$ cat config.mk
export PLATFORM = sky130hd
export DESIGN_NAME = mem_access_stage
export DESIGN_NICKNAME = d
export VERILOG_FILES = /design/src/rtl/mem_access_stage.sv
export SDC_FILE = /design/constraint.sdc
export NUM_CORES = 1
export LEC_CHECK = 0
export ABC_AREA = 1
export CAP_MARGIN = 20
export CELL_PAD_IN_SITES_DETAIL_PLACEMENT = 0
export CELL_PAD_IN_SITES_GLOBAL_PLACEMENT = 1
export CORE_MARGIN = 4
export CORE_UTILIZATION = 28
export DETAILED_ROUTE_END_ITERATION = 8
export PLACE_DENSITY_LB_ADDON = 0.15
export SLEW_MARGIN = 20
export SYNTH_ARGS = -nofsm -noshare
export SYNTH_HDL_FRONTEND = slang
export SYNTH_SLANG_ARGS = --single-unit
$ cat constraint.sdc
create_clock -name clk_i -period 3.96 [get_ports clk_i]
set_input_delay 0.396 -clock clk_i [delete_from_list [all_inputs] [get_ports clk_i]]
set_output_delay 0.396 -clock clk_i [all_outputs]
set_load 0.01 [all_outputs]
$ cat src/rtl/mem_access_stage.sv
// MEM pipeline stage: data-memory access over a req/ack handshake, stalling upstream until the access completes.
// Optional ack timeout with a sticky error flag is enabled by defining MEM_ACK_TIMEOUT_EN.
module mem_access_stage #(
  parameter int unsigned TIMEOUT_CYCLES = 15
) (
  input  logic        clk_i,
  input  logic        rst_i,
  input  logic        start_i,
  input  logic [31:0] ALU_Res_i,
  input  logic [31:0] MemWrite_Data_i,
  input  logic [4:0]  RDaddr_i,
  input  logic        RegWrite_i,
  input  logic        MemtoReg_i,
  input  logic        MemRead_i,
  input  logic        MemWrite_i,
  output logic        mem_req_o,
  output logic        mem_we_o,
  output logic [31:0] mem_addr_o,
  output logic [31:0] mem_wdata_o,
  input  logic        mem_ack_i,
  input  logic [31:0] mem_rdata_i,
  output logic        stall_o,
  output logic [31:0] ALU_Res_o,
  output logic [31:0] MemRead_Data_o,
  output logic [4:0]  RDaddr_o,
  output logic        RegWrite_o,
  output logic        MemtoReg_o,
  output logic        err_o
);

  typedef enum logic {IDLE, ACCESS} state_e;

  state_e      state_q;
  logic        mem_req_q, mem_we_q;
  logic [31:0] mem_addr_q, mem_wdata_q;
  logic [4:0]  rd_lat_q;
  logic        rw_lat_q, m2r_lat_q;
  logic [31:0] alu_res_q, rdata_q;
  logic [4:0]  rdaddr_q;
  logic        regwrite_q, memtoreg_q;
  logic        mem_op, timeout, done;

  if (TIMEOUT_CYCLES < 1 || TIMEOUT_CYCLES > 255) begin : g_bad_timeout
    $error("TIMEOUT_CYCLES must lie in 1..255");
  end

  assign mem_op = MemRead_i | MemWrite_i;
  assign done   = (state_q == ACCESS) && (mem_ack_i || timeout);

`ifdef MEM_ACK_TIMEOUT_EN
  logic [7:0] cnt_q;
  logic       err_q;

  // Timeout fires on the ACCESS cycle that would bring the count to TIMEOUT_CYCLES; a same-cycle ack wins.
  assign timeout = (state_q == ACCESS) && !mem_ack_i && (cnt_q == 8'(TIMEOUT_CYCLES - 1));
  assign err_o   = err_q;

  always_ff @(posedge clk_i or posedge rst_i) begin
    if (rst_i) begin
      cnt_q <= 8'd0;
      err_q <= 1'b0;
    end else begin
      if (state_q == IDLE) begin
        cnt_q <= 8'd0;
      end else if (!mem_ack_i) begin
        cnt_q <= cnt_q + 8'd1;
      end
      if (timeout) begin
        err_q <= 1'b1;
      end
    end
  end
`else
  assign timeout = 1'b0;
  assign err_o   = 1'b0;
`endif

  // Stall covers the issue cycle and every ACCESS cycle except the completing one.
  assign stall_o = ((state_q == IDLE) && start_i && mem_op) || ((state_q == ACCESS) && !done);

  always_ff @(posedge clk_i or posedge rst_i) begin
    if (rst_i) begin
      state_q     <= IDLE;
      mem_req_q   <= 1'b0;
      mem_we_q    <= 1'b0;
      mem_addr_q  <= 32'd0;
      mem_wdata_q <= 32'd0;
      rd_lat_q    <= 5'd0;
      rw_lat_q    <= 1'b0;
      m2r_lat_q   <= 1'b0;
      alu_res_q   <= 32'd0;
      rdata_q     <= 32'd0;
      rdaddr_q    <= 5'd0;
      regwrite_q  <= 1'b0;
      memtoreg_q  <= 1'b0;
    end else begin
      case (state_q)
        IDLE: begin
          if (start_i) begin
            if (mem_op) begin
              state_q     <= ACCESS;
              mem_req_q   <= 1'b1;
              mem_we_q    <= MemWrite_i;
              mem_addr_q  <= ALU_Res_i;
              mem_wdata_q <= MemWrite_Data_i;
              rd_lat_q    <= RDaddr_i;
              rw_lat_q    <= RegWrite_i;
              m2r_lat_q   <= MemtoReg_i;
              regwrite_q  <= 1'b0;
            end else begin
              alu_res_q  <= ALU_Res_i;
              rdaddr_q   <= RDaddr_i;
              regwrite_q <= RegWrite_i;
              memtoreg_q <= MemtoReg_i;
            end
          end
        end
        ACCESS: begin
          if (done) begin
            state_q    <= IDLE;
            mem_req_q  <= 1'b0;
            alu_res_q  <= mem_addr_q;
            rdaddr_q   <= rd_lat_q;
            regwrite_q <= rw_lat_q;
            memtoreg_q <= m2r_lat_q;
            if (!mem_we_q) begin
              rdata_q <= mem_ack_i ? mem_rdata_i : 32'd0;
            end
          end
        end
        default: state_q <= IDLE;
      endcase
    end
  end

  assign mem_req_o      = mem_req_q;
  assign mem_we_o       = mem_we_q;
  assign mem_addr_o     = mem_addr_q;
  assign mem_wdata_o    = mem_wdata_q;
  assign ALU_Res_o      = alu_res_q;
  assign MemRead_Data_o = rdata_q;
  assign RDaddr_o       = rdaddr_q;
  assign RegWrite_o     = regwrite_q;
  assign MemtoReg_o     = memtoreg_q;

endmodule
==> results.sh, run 1 <==
export IMPL_nets=1053
export IMPL_grt_use_met2=0.242
export IMPL_grt_setup_unrepaired="no"
export IMPL_detailedRoute_firstIterationViolations=289
export IMPL_irDropWorstVdd_mv=0.233
export IMPL_wl_per_cell_microns=15.0
export IMPL_drc=0
export IMPL_fill_cells=2205
export IMPL_r2r_cells=5
export IMPL_reg2reg_slack_ps=1730
export IMPL_cp_arrival_ps=2220
export IMPL_finalPower_mw=5.64
export IMPL_synth_yosys_seq_area_share=0.580
export IMPL_fin_tns_setup_ps=0
export IMPL_placementRows=54
export IMPL_clock_sinks=145
export IMPL_post_route_period_util=0.661
export IMPL_crit_required_ps=3560
export IMPL_postCtsSetupRepairBufs=0
export IMPL_place_area_sq_um=8890
export IMPL_coreArea_sq_um=21900
export IMPL_yosysTopAreaCellShare=0.580
export IMPL_start_util=0.286
export IMPL_final_common_cell="nand2_1"
export IMPL_p_per_area_nw_per_um2=595
export IMPL_critPathLaunch="state_q$_DFF_PP0_"
export IMPL_layout_common_cells="261 x nand2_1, 246 x clkdlybuf4s50_1, 144 x dfrtp_1, 74 x inv_1, 72 x o21ai_0"
export IMPL_p_leak_nw=4.55
export IMPL_hold_violations=0
export IMPL_synth_seq_cells=145
export IMPL_slew_headroom=0.439
export IMPL_syn_area_sq_um=6250
export IMPL_synth_area_leader_cell="dfrtp_1"
export IMPL_grt_pass1_wl_microns=29200
export IMPL_grt_pass1_vias=5293
export IMPL_fin_skew_ps=6.90
export IMPL_avgViaCountPerCell=4.30
export IMPL_setup_viol=0
export IMPL_max_clock_freq_ghz=0.382
export IMPL_reg2reg_from="state_q$_DFF_PP0_"
export IMPL_antenna_found_initial=0
export IMPL_insertion_delay_ps=420
export IMPL_htreeDepth=4
export IMPL_synthCells=718
export IMPL_drive_gt1_frac=0.0805
export IMPL_numCtsBuffers=17
export IMPL_vias=5325
export IMPL_synth_area_leaders="dfrtp_1 58%, nand2_1 16%, o21ai_0 5.8%"
export IMPL_cpPeakStageDelay_ps=570
export IMPL_cts_root_buf="clkbuf_16"
export IMPL_avgSynthCellArea_sq_um=8.71
export IMPL_die_area_sq_um=24800
export IMPL_synth_cell_type_count=19
export IMPL_area_delta_synth_final_pct=51.7
export IMPL_gr_usage_all_layers=0.150
export IMPL_critPathKind="reg2out"
export IMPL_cts_tree="yes"
export IMPL_worstReg2RegEnd="MemRead_Data_o[18]$_DFFE_PP0P_"
export IMPL_outcome="completed"
export IMPL_grt_max_degree=146
export IMPL_critPathMaxFanout=35
export IMPL_final_core_util=0.433
export IMPL_worst_pin_slew_ps=841
export IMPL_crit_end="stall_o"
export IMPL_antennaDiodeCount=0
export IMPL_hold_path_class="reg2reg"
export IMPL_cts_resized=0
export IMPL_place_congestion=0.702
export IMPL_met3_usage=0.0602
export IMPL_cts_buffer_depth=2
export IMPL_wl_microns=18600
export IMPL_cp_end_kind="primary output"
export IMPL_ys_warn_count=0
export IMPL_grt_use_met1=0.189
export IMPL_synth_fp_nets=827
export IMPL_slew_violations=0
export IMPL_ioPinCount=248
export IMPL_dieHeight_microns=157
export IMPL_path_clk_slew_ps=60
export IMPL_hpwl_microns=12400
export IMPL_startpoint_type="flop"
export IMPL_critPathSlowestCell="clkdlybuf4s50_1"
export IMPL_firstDrtPassIters=4
export IMPL_multiInputGateArea_sq_um=2080
export IMPL_crit_chain="nor2_8, nand2_4, o21ai_0, clkdlybuf4s50_1"
export IMPL_period_needed_ps=2620
export IMPL_top_usage_layer="met2"
export IMPL_die_x_microns=157
export IMPL_finalInstanceArea_sq_um=9480
export IMPL_grt_remaining_overflow=0
export IMPL_ff_latch_area_sq_um=3630
export IMPL_hold_buffers=0
export IMPL_ant_nets=0
export IMPL_drv_cap=0
export IMPL_io_buffers=246
## per-layer routing
metal  routed length (microns)  share of wire
met3                      1690          0.091
met2                      8850           0.48
met5                         0              0
met4                       191          0.010
met1                      7850           0.42
## synthesized netlist by cell type
library cell	count
buf_6	8
buf_4	6
nand2_2	1
o21ai_2	32
dfrtp_1	145
inv_1	75
nor2_1	2
clkbuf_1	18
nor2_8	1
o21ai_0	72
nand2_1	261
nand3_1	70
o211ai_1	1
buf_1	6
nand2_4	1
buf_2	9
o21ai_1	8
or2_1	1
conb_1	1
## state kept, by name, summed over array words and instances (netlist names)
signal	count
rd_lat_q	5
rw_lat_q	1
mem_req_o	1
MemRead_Data_o	32
ALU_Res_o	32
RegWrite_o	1
m2r_lat_q	1
mem_we_o	1
RDaddr_o	5
mem_addr_o	32
MemtoReg_o	1
state_q	1
mem_wdata_o	32
## power by group
part	leakage, nW	internal [mW]	switching [mW]
logic	2.47	1.02	0.840
clock network	0.283	0.964	0.660
registers	1.80	1.90	0.257
## worst min-delay path by stage
stage	from	end	slack, ps	cells after the start
2_1_floorplan	rd_lat_q[3]$_DFFE_PP0P_	rd_lat_q[3]$_DFFE_PP0P_	450	2
3_3_place_gp	mem_wdata_o[29]$_DFFE_PP0P_	mem_wdata_o[29]$_DFFE_PP0P_	450	2
3_5_place_dp	mem_wdata_o[12]$_DFFE_PP0P_	mem_wdata_o[12]$_DFFE_PP0P_	460	2
4_1_cts	mem_wdata_o[12]$_DFFE_PP0P_	mem_wdata_o[12]$_DFFE_PP0P_	470	2
5_1_grt	MemRead_Data_o[25]$_DFFE_PP0P_	MemRead_Data_o[25]$_DFFE_PP0P_	490	2
6_report	mem_wdata_o[12]$_DFFE_PP0P_	mem_wdata_o[12]$_DFFE_PP0P_	470	2
## worst max-delay path, delay by kind of cell (launching register included)
kind	cells	cell delay [ps]
flip-flops	1	540
AND/OR/NAND/NOR	2	570
buffers and inverters	1	570
AO/OA/AOI/OAI	1	110
## per-stage QoR
| step | setup WS, ps | std cells | hold slack, ps |
|---|---|---|---|
| finish | 1340 | 1237 | 471 |
| global placement | 1410 | 1205 | 453 |
| floorplan | 1740 | 718 | 453 |
| CTS | 1310 | 1237 | 474 |
| detailed placement | 1360 | 1205 | 460 |
| global route | 1220 | 1237 | 493 |
## kinds of logic after synthesis
| logic type | count (synthesis) | share of synthesized area |
|---|---|---|
| other | 1 | 0.000600 |
| buffers and inverters | 122 | 0.0882 |
| AND/OR/NAND/NOR | 337 | 0.221 |
| flip-flops | 145 | 0.580 |
| AO/OA/AOI/OAI | 113 | 0.110 |
## area by class of cell
cell class | count | share of cell area
clock inverter | 12 | 0.0140
clock buffer | 20 | 0.0482
timing repair buffer | 254 | 0.269
multi-input combinational | 451 | 0.219
inverter | 75 | 0.0301
tap | 280 | 0.0369
sequential | 145 | 0.383
No activity file was read; power rests on OpenSTA's default activity.
==> run 2: changes to the inputs <==
--- a/config.mk
+++ b/config.mk
@@ -10,7 +10,7 @@
 export CELL_PAD_IN_SITES_DETAIL_PLACEMENT = 0
 export CELL_PAD_IN_SITES_GLOBAL_PLACEMENT = 1
 export CORE_MARGIN = 4
-export CORE_UTILIZATION = 28
+export CORE_UTILIZATION = 31
 export DETAILED_ROUTE_END_ITERATION = 8
 export PLACE_DENSITY_LB_ADDON = 0.15
 export SLEW_MARGIN = 20
==> constraint.sdc (replaced) <==
create_clock -name clk_i -period 2.6 [get_ports clk_i]
set_input_delay 0.26 -clock clk_i [delete_from_list [all_inputs] [get_ports clk_i]]
set_output_delay 0.26 -clock clk_i [all_outputs]
set_load 0.01 [all_outputs]
==> results.sh, run 2 (synthesized netlist as in run 1, its figures left out) <==
export IMPL_startpoint_type="flop"
export IMPL_grt_use_met1=0.211
export IMPL_cts_tree="yes"
export IMPL_fin_tns_setup_ps=0
export IMPL_hpwl_microns=12200
export IMPL_grt_pass1_vias=5271
export IMPL_htreeDepth=4
export IMPL_firstDrtPassIters=4
export IMPL_nets=1057
export IMPL_cp_buffers_inverters=1
export IMPL_cpPeakStageDelay_ps=580
export IMPL_drv_cap=0
export IMPL_clock_sinks=145
export IMPL_top_usage_layer="met2"
export IMPL_outcome="completed"
export IMPL_fin_skew_ps=11.3
export IMPL_io_buffers=246
export IMPL_slew_violations=0
export IMPL_critPathTopFamily="buffers and inverters"
export IMPL_fill_cells=1990
export IMPL_hold_violations=0
export IMPL_worst_pin_slew_ps=813
export IMPL_wl_microns=18100
export IMPL_crit_chain="nor2_8, nand2_4, o21ai_0, clkdlybuf4s50_1"
export IMPL_dieHeight_microns=150
export IMPL_grt_max_degree=114
export IMPL_coreArea_sq_um=19700
export IMPL_finalInstanceArea_sq_um=9500
export IMPL_cts_root_buf="clkbuf_16"
export IMPL_critPathMaxFanout=16
export IMPL_setup_viol=0
export IMPL_hold_path_class="in2async"
export IMPL_setup_ws_ps=326
export IMPL_detailedRoute_firstIterationViolations=273
export IMPL_drive_gt1_frac=0.0822
export IMPL_placementRows=51
export IMPL_max_clock_freq_ghz=0.440
export IMPL_crit_required_ps=2340
export IMPL_post_route_period_util=0.875
export IMPL_hold_buffers=0
export IMPL_grt_pass1_wl_microns=28700
export IMPL_slew_headroom=0.458
export IMPL_avgViaCountPerCell=4.34
export IMPL_place_area_sq_um=8900
export IMPL_p_per_area_nw_per_um2=907
export IMPL_irDropWorstVdd_mv=0.450
export IMPL_grt_remaining_overflow=0
export IMPL_antenna_found_initial=0
export IMPL_antennaDiodeCount=0
export IMPL_cp_end_kind="primary output"
export IMPL_insertion_delay_ps=410
export IMPL_postCtsSetupRepairBufs=0
export IMPL_gr_usage_all_layers=0.162
export IMPL_path_clk_slew_ps=60
export IMPL_drc=0
export IMPL_vias=5325
export IMPL_critPathKind="reg2out"
export IMPL_die_x_microns=150
export IMPL_place_congestion=0.712
export IMPL_cp_arrival_ps=2010
export IMPL_ioPinCount=248
export IMPL_layout_common_cells="261 x nand2_1, 246 x clkdlybuf4s50_1, 144 x dfrtp_1, 74 x inv_1, 72 x o21ai_0"
export IMPL_die_area_sq_um=22500
export IMPL_cts_buffer_depth=2
export IMPL_grt_use_met2=0.255
export IMPL_cts_resized=0
export IMPL_period_needed_ps=2270
export IMPL_numCtsBuffers=17
export IMPL_pre_cts_ws_ps=525
export IMPL_wl_per_cell_microns=14.8
export IMPL_worst_hold_slack_ps=355
export IMPL_ant_nets=0
export IMPL_critPathSlowestCell="clkdlybuf4s50_1"
export IMPL_final_common_cell="nand2_1"
export IMPL_start_util=0.318
export IMPL_p_leak_nw=4.57
export IMPL_grt_setup_unrepaired="no"
export IMPL_met3_usage=0.0597
export IMPL_area_delta_synth_final_pct=51.8
run 2: cell types whose count changed in the layout (fill, tap and decap cells not counted):
cell and delta:
buf_4 +5, buf_6 -1, bufinv_16 +1, clkbuf_1 +2
clkbuf_8 -2, clkinv_2 -1, clkinv_4 -2, clkinvlp_4 +1
inv_6 +1
run 2: path summary, 6_finish.rpt:
| path | slack, ps | to | cells past startpoint | from |
|---|---|---|---|---|
| setup / recovery | 330 | stall_o | 4 | state_q$_DFF_PP0_ |
| hold / removal | 360 | MemRead_Data_o[23]$_DFFE_PP0P_ | 3 | rst_i |
| setup reg to reg | 860 | MemRead_Data_o[18]$_DFFE_PP0P_ | 5 | state_q$_DFF_PP0_ |
| hold reg to reg | 470 | mem_wdata_o[25]$_DFFE_PP0P_ | 2 | mem_wdata_o[25]$_DFFE_PP0P_ |
| max in group asynchronous | 1710 | mem_addr_o[17]$_DFFE_PP0P_ | 3 | rst_i |
| min in group clk_i | 390 | MemRead_Data_o[13]$_DFFE_PP0P_ | 3 | mem_rdata_i[13] |
run 2: worst min-delay path: cells and delay by family:
| kind | cells | cell delay (ps) |
|---|---|---|
| buffers and inverters | 3 | 940 |
run 2: through the flow:
step           instances  power [mW]  utilization
2_1_floorplan        718        4.50            -
3_3_place_gp        1194        6.18        0.453
3_5_place_dp        1194        6.20        0.453
4_1_cts             1226        8.76        0.483
5_1_grt             1226        9.15        0.483
6_report            1226        8.61        0.483
run 2: layout make-up:
class / count / area [sq um] / area share
clock buffers: 20 / 437 / 0.0460
clock inverters: 12 / 156 / 0.0165
inverters: 75 / 285 / 0.0300
multi-input cells: 451 / 2080 / 0.219
flip-flops and latches: 145 / 3630 / 0.382
well taps: 265 / 332 / 0.0349
repair buffers: 258 / 2580 / 0.271
run 2: per-layer routing:
metal | vias up | part of all wire
li1 | 2704 | -
met1 | 2446 | 0.43
met2 | 160 | 0.47
met3 | 15 | 0.087
met4 | 0 | 0.011
met5 | - | 0
run 2: report_power, final:
part	internal (mW)	switching, mW
registers	2.89	0.383
clock network	1.52	0.989
logic	1.56	1.27
==> run 3: changes to the inputs <==
==> constraint.sdc (replaced) <==
create_clock -name clk_i -period 2.2 [get_ports clk_i]
set_input_delay 0.22 -clock clk_i [delete_from_list [all_inputs] [get_ports clk_i]]
set_output_delay 0.22 -clock clk_i [all_outputs]
set_load 0.01 [all_outputs]
==> results.sh, run 3 (synthesized netlist as in run 1, its figures left out) <==
export IMPL_drc=0
export IMPL_detailedRoute_firstIterationViolations=260
export IMPL_final_common_cell="nand2_1"
export IMPL_worstReg2RegEnd="ALU_Res_o[27]$_DFFE_PP0P_"
export IMPL_vias=5291
export IMPL_firstDrtPassIters=6
export IMPL_ant_nets=0
export IMPL_reg2reg_slack_ps=560
export IMPL_htreeDepth=4
export IMPL_cts_tree="yes"
export IMPL_gr_usage_all_layers=0.163
export IMPL_cts_root_buf="clkbuf_16"
export IMPL_r2r_cells=4
export IMPL_cp_arrival_ps=1860
export IMPL_clock_sinks=145
export IMPL_hold_buffers=0
export IMPL_coreArea_sq_um=19700
export IMPL_layout_common_cells="261 x nand2_1, 246 x clkdlybuf4s50_1, 144 x dfrtp_1, 74 x inv_1, 72 x o21ai_0"
export IMPL_numCtsBuffers=17
export IMPL_die_x_microns=150
export IMPL_nets=1058
export IMPL_fin_tns_setup_ps=0
export IMPL_fin_skew_ps=8.23
export IMPL_drv_cap=0
export IMPL_avgViaCountPerCell=4.32
export IMPL_reg2reg_from="state_q$_DFF_PP0_"
export IMPL_final_core_util=0.487
export IMPL_path_clk_slew_ps=60
export IMPL_cp_end_kind="primary output"
export IMPL_cpPeakStageDelay_ps=580
export IMPL_cts_buffer_depth=2
export IMPL_p_leak_nw=4.61
export IMPL_max_clock_freq_ghz=0.481
export IMPL_grt_remaining_overflow=0
export IMPL_dieHeight_microns=150
export IMPL_wl_per_cell_microns=14.8
export IMPL_irDropWorstVdd_mv=0.526
export IMPL_crit_required_ps=1980
export IMPL_antennaDiodeCount=0
export IMPL_setup_ws_ps=122
export IMPL_grt_setup_unrepaired="no"
export IMPL_hold_path_class="in2async"
export IMPL_pre_cts_ws_ps=369
export IMPL_grt_pass1_vias=5300
export IMPL_setup_viol=0
export IMPL_cts_resized=0
export IMPL_grt_max_degree=114
export IMPL_io_buffers=246
export IMPL_antenna_found_initial=0
export IMPL_p_per_area_nw_per_um2=1090
export IMPL_post_route_period_util=0.944
export IMPL_wl_microns=18200
export IMPL_place_congestion=0.743
export IMPL_drive_gt1_frac=0.0832
export IMPL_start_util=0.318
export IMPL_hpwl_microns=12400
export IMPL_outcome="completed"
export IMPL_slew_headroom=0.594
export IMPL_worst_pin_slew_ps=609
export IMPL_crit_chain="nor2_8, nand2_4, o21ai_0, clkdlybuf4s50_1"
export IMPL_postCtsSetupRepairBufs=0
export IMPL_insertion_delay_ps=410
export IMPL_critPathSlowestCell="dfrtp_4"
export IMPL_critPathKind="reg2out"
export IMPL_period_needed_ps=2080
export IMPL_slew_violations=0
export IMPL_placementRows=51
export IMPL_hold_violations=0
export IMPL_grt_pass1_wl_microns=28800
export IMPL_critPathMaxFanout=16
export IMPL_ioPinCount=248
export IMPL_startpoint_type="flop"
export IMPL_die_area_sq_um=22500
export IMPL_area_delta_synth_final_pct=53.2
## run 3: cell types whose count changed in the layout (fill, tap and decap cells not counted), sizes merged
cell	delta
inv	-1
bufinv	+2
buf	+1
clkbuf	-1
clkinvlp	-1
## run 3: worst max-delay path by stage
| stage | start | end | slack [ps] |
|---|---|---|---|
| floorplan | rst_i | ALU_Res_o[0]$_DFFE_PP0P_ | 160 |
| global placement | start_i | stall_o | 380 |
| detailed placement | MemWrite_i | stall_o | 370 |
| CTS | state_q$_DFF_PP0_ | stall_o | 70 |
| global route | state_q$_DFF_PP0_ | stall_o | 30 |
| finish | state_q$_DFF_PP0_ | stall_o | 120 |
## run 3: layout make-up
class                   instances  area, sq um
well taps                     265          332
clock buffers                  19          433
repair buffers                259         2610
flip-flops and latches        145         3630
inverters                      75          285
fillers                      1983        10100
multi-input cells             451         2080
clock inverters                12          208
## run 3: worst max-delay path, delay by kind of cell (launching register included)
kind	cells	cell delay, ps
DFF	1	580
AOI/OAI and AO/OA	1	80
and+or+nand+nor	2	220
buffers and inverters	1	560
## run 3: where the power goes
part           total, mW  internal, mW  switching (mW)
logic               3.37          1.85            1.52
registers           3.87          3.42           0.452
clock network       3.17          2.02            1.16
total               10.4          7.29            3.12
## run 3: layer usage
layer,global-route usage,vias to the layer above,part of all wire
met3,0.0603,19,0.086
met2,0.253,154,0.47
met5,0,-,0
met4,0.0517,0,0.012
li1,-,2705,-
met1,0.211,2413,0.43
## run 3: stage by stage
step	total power, mW	instances	hold WS, ps	cell area (sq um)
after floorplan	5.31	718	316	6260
after global routing	11.1	1226	285	9580
after detailed placement	7.35	1195	458	8930
final	10.4	1226	250	9580
after global placement	7.32	1195	452	8930
after CTS	10.6	1226	268	9580
